`src/rtl/sprite_rom_arbiter.sv`:
```
// Two-port round-robin arbiter for a shared single-port sprite ROM; SPRITE_ARB_LOCK_EN enables burst lock.
// Latency: 3 cycles from req to validX. Throughput: one read per cycle.
// Backpressure: none; a requester is only stalled by losing arbitration (no grant).
module sprite_rom_arbiter #(
    parameter int ADDR_W = 12,
    parameter int DATA_W = 12
) (
    input  logic              clk60MHz,
    input  logic              rst,
    input  logic [1:0]        req,
    input  logic [ADDR_W-1:0] addr0,
    input  logic [ADDR_W-1:0] addr1,
    input  logic [1:0]        lock,
    output logic [1:0]        gnt,
    output logic [ADDR_W-1:0] rom_address,
    input  logic [DATA_W-1:0] rom_rgb,
    output logic [DATA_W-1:0] rgb0,
    output logic [DATA_W-1:0] rgb1,
    output logic              valid0,
    output logic              valid1
);

    logic       last;
    logic [1:0] rr_win;
    logic [1:0] win;
    logic       tag1_vld, tag1_id;
    logic       tag2_vld, tag2_id;

    // last==1 means requester 1 was served most recently, so 0 wins a tie.
    always_comb begin
        rr_win = 2'b00;
        case (req)
            2'b01:   rr_win = 2'b01;
            2'b10:   rr_win = 2'b10;
            2'b11:   rr_win = last ? 2'b01 : 2'b10;
            default: rr_win = 2'b00;
        endcase
    end

`ifdef SPRITE_ARB_LOCK_EN
    // A holder that keeps both lock and req asserted keeps the ROM regardless of the other side.
    always_comb begin
        win = rr_win;
        if (gnt[0] && lock[0] && req[0])
            win = 2'b01;
        else if (gnt[1] && lock[1] && req[1])
            win = 2'b10;
    end
`else
    logic unused_lock;
    assign unused_lock = ^lock;
    assign win = rr_win;
`endif

    always_ff @(posedge clk60MHz or posedge rst) begin
        if (rst) begin
            gnt         <= 2'b00;
            rom_address <= '0;
            last        <= 1'b1;
        end else begin
            gnt <= win;
            if (win != 2'b00) begin
                last        <= win[1];
                rom_address <= win[1] ? addr1 : addr0;
            end
        end
    end

    // Tag follows each accepted read through the ROM's registered read stage.
    always_ff @(posedge clk60MHz or posedge rst) begin
        if (rst) begin
            tag1_vld <= 1'b0;
            tag1_id  <= 1'b0;
            tag2_vld <= 1'b0;
            tag2_id  <= 1'b0;
        end else begin
            tag1_vld <= (win != 2'b00);
            tag1_id  <= win[1];
            tag2_vld <= tag1_vld;
            tag2_id  <= tag1_id;
        end
    end

    always_ff @(posedge clk60MHz or posedge rst) begin
        if (rst) begin
            rgb0   <= '0;
            rgb1   <= '0;
            valid0 <= 1'b0;
            valid1 <= 1'b0;
        end else begin
            valid0 <= tag2_vld && !tag2_id;
            valid1 <= tag2_vld && tag2_id;
            if (tag2_vld && !tag2_id)
                rgb0 <= rom_rgb;
            if (tag2_vld && tag2_id)
                rgb1 <= rom_rgb;
        end
    end

endmodule

```
`config.mk`:
```
export PLATFORM = sky130hd
export DESIGN_NAME = sprite_rom_arbiter
export DESIGN_NICKNAME = d
export VERILOG_FILES = /design/src/rtl/sprite_rom_arbiter.sv
export SDC_FILE = /design/constraint.sdc
export NUM_CORES = 1
export LEC_CHECK = 0
export ABC_AREA = 1
export CORE_MARGIN = 2
export CORE_UTILIZATION = 38
export DETAILED_ROUTE_END_ITERATION = 8
export HOLD_SLACK_MARGIN = 0.06
export PLACE_DENSITY = 0.78
export SLEW_MARGIN = 40
export SYNTH_ARGS = -nofsm -noshare
export SYNTH_HDL_FRONTEND = slang
export SYNTH_SLANG_ARGS = --single-unit
```
`constraint.sdc`:
```
create_clock -name clk60MHz -period 1.2 [get_ports clk60MHz]
set_clock_uncertainty 0.15 [all_clocks]
set_input_delay 0.12 -clock clk60MHz [delete_from_list [all_inputs] [get_ports clk60MHz]]
set_output_delay 0.12 -clock clk60MHz [all_outputs]
set_load 0.02 [all_outputs]
```
==> impl_metrics.tcl <==
set metrics [dict create \
    outcome "finished with violations" \
    violations "setup timing" \
    drtAntennaViolNets 0 \
    ys_async_sr_fraction_pct 100 \
    drc 0 \
    drtIter0Drc 79 \
    cts_max_level 2 \
    grt_max_degree 26 \
    yosys_warnings 0 \
    clkTransAtPathRegs_ns 0.08 \
    netlist_area_sq_um 1890 \
    postCtsSetupRepairBufs 0 \
    worst-endpoint-arrival_ns 1.25 \
    synth_xor_area_share_pct 0 \
    clkSinkCount 44 \
    grt_overflow_total 0 \
    slew_headroom_pct 77.5 \
    via_per_inst 4.39 \
    gp_congestion 0.878 \
    grt_pass1_wl_um 6840 \
    antenna_found_initial 0 \
    powerDensity_nw_per_um2 1300 \
    critPathRequiredTime_ns 1.23 \
    crit_top_cell "nand2_1" \
    track_usage_pct 16.3 \
    yosysMostFrequentCell "nand2_1" \
    layout.area.seq_sq_um 1100 \
    synth_top_area_share_pct 57.0 \
    diodes 0 \
    yosysSeqAreaShare_pct 58.4 \
    fin_util_pct 61.8 \
    cp-end-kind "flop" \
    worstPathCellList "nand2_4 -> nand2_4 -> nand2_1 -> nand2_1 -> nand2_1" \
    ys_seq_elements 44 \
    cp-start-kind "flop" \
    worst_path_max_delay_cell "dfstp_2" \
    setup_viol_count_final 11 \
    synthTopCellsByArea "dfrtp_1 (57%), nand2_1 (18%), o21ai_2 (5.6%), inv_1 (5.2%), o21ai_0 (3.4%)" \
    die_w_um 74.5 \
    final_max_slew_viol_count 0 \
    layout_min_cycle_time_ns 1.22 \
    finalHoldViolCount 0 \
    fmax_mhz 820 \
    dpl.hpwl_um 3200 \
    num_io_pins 82 \
    yosys.cell_types.count 17 \
    n_fill_cell 426 \
    fp.dieH_um 74.5 \
    rr_startpoint "last$_DFFE_PP1P_" \
    start_util_pct 39.7 \
    area_growth_pct 55.6 \
    synth-simple-area-share_pct 22.6 \
    multi_input_area_sq_um 717 \
    synth-compound-area-share_pct 9.01 \
    drt_wl_total_um 4630 \
    grt_pass1_vias 1531 \
    numCtsBuffers 5 \
    min_path_type "in -> async" \
    synthFlopType "dfrtp_1" \
    power_leakage_nw 1.56 \
    reg2reg_slack_ns -0.02 \
    layout-drive-gt1-share_pct 33.3 \
    die_area_sq_um 5550 \
    yosys-top-cells-count "nand2_1 (92), dfrtp_1 (43), inv_1 (26)" \
    clk_root_buffer_cell "clkbuf_8" \
    synth_top_family_by_area "simple AND/OR/NAND/NOR gates" \
    num_rows 25 \
    synth_top_area_cell "dfrtp_1" \
    worstPathMaxFanout 7 \
    avgSynthCellArea_sq_um 9.08 \
    clk_latency_ns 0.29 \
    routedWlPerCell_um 12.4 \
    r2r_cells 5 \
    syn_nets 250 \
    synthCells 208 \
    coreArea_sq_um 4750 \
    synth-edff-count 0 \
    vias 1637 \
    finalCritPeriodShare_pct 102 \
    critPathMaxStageDelay_ns 0.56 \
    setup_ws_ns -0.0190 \
    r2r_end "rom_address[1]$_DFFE_PP0P_" \
    firstDrtPassIters 4 \
    critical_path_class "reg -> reg" \
    synth_fa_ha_area_share_pct 0 \
    cts_hold_buf 0 \
    clk_path_buf_depth 2 \
    cts_tree "built" \
    dp_slack_ns -0.213 \
    cap_violations 0 \
    rsz0062_at_grt "yes" \
    port_buffers 79 \
    synth_mux_area_share_pct 0 \
    ir_drop_mv 0.458 \
    worst_slew_pin_slew_ns 0.336 \
    fin_nets 347 \
]
-- worst max-delay path: cells and delay by family (launching register included) --
family | cells | cell delay, ns
AND/OR/NAND/NOR | 5 | 0.40
flip-flops | 1 | 0.56
-- per-layer routing --
metal	vias to the layer above	wire length [um]	part of all wire (%)	global-route usage (%)
met1	725	1910	41	20.4
met2	85	2300	50	26.7
met5	-	0	0	0
met4	0	25	0.54	5.36
li1	825	-	-	-
met3	2	404	8.7	5.56
-- logic make-up after synthesis --
logic type,Yosys count
compound gates,25
buf+inv,36
flops,44
simple gates,103
-- area by class of cell --
cell class | instances | share of cell area [%]
flip-flops and latches | 44 | 37.5
inverters | 26 | 3.45
well taps | 67 | 2.85
multi-input cells | 129 | 24.4
clock inverters | 1 | 0.256
clock buffers | 7 | 2.94
repair buffers | 99 | 28.6
-- how the worst max path moves through the flow --
stage | startpoint | endpoint | slack, ns
floorplan | tag2_vld$_DFF_PP0_ | rgb0[0]$_DFFE_PP0P_ | -0.009
global placement | req[0] | rom_address[8]$_DFFE_PP0P_ | -0.17
detailed placement | req[0] | rom_address[8]$_DFFE_PP0P_ | -0.21
CTS | rgb0[11]$_DFFE_PP0P_ | rgb0[11] | 0.00007
global route | last$_DFFE_PP1P_ | rom_address[8]$_DFFE_PP0P_ | -0.07
finish | last$_DFFE_PP1P_ | rom_address[1]$_DFFE_PP0P_ | -0.02
-- timing repair --
item | CTS | global route
endpoints found under the setup margin | 47 | 32
pin swaps | 0 | 8
gates cloned | 0 | 4
resized for setup | 154 | 34
hold endpoints to repair | 0 | 0
-- sequential cells by signal, summed over array words and instances (netlist names) --
signal       cells
rgb0            12
tag1_vld         1
valid0           1
gnt              2
last             1
tag2_vld         1
valid1           1
tag2_id          1
rgb1            12
rom_address     12
-- layout by cell type, fill, tap and decap left out, drive strengths merged --
cell type	count
nand3b	6
buf	57
clkinvlp	2
or2	1
inv	25
clkbuf	9
dfrtp	43
clkdlybuf4s15	1
o21ai	25
nor2	1
clkdlybuf4s50	39
dfstp	1
nand2	96
-- power breakdown --
group          total, mW  switching [mW]  internal, mW
clock              0.930           0.462         0.467
sequential          1.79           0.120          1.67
combinational       1.10           0.618         0.485
-- through the flow --
step	instance area (sq um)	instances	hold slack, ns	setup TNS [ns]	power, mW
6_report	2940	373	0.117	-0.115	3.82
5_1_grt	2940	373	0.121	-1.10	4.03
4_1_cts	2820	369	0.112	0	3.76
3_5_place_dp	2860	361	0.193	-2.80	2.96
3_3_place_gp	2860	361	0.182	-2.32	2.95
2_1_floorplan	1900	208	-0.0261	-0.0525	2.35
No activity file was read; power rests on OpenSTA's default activity.
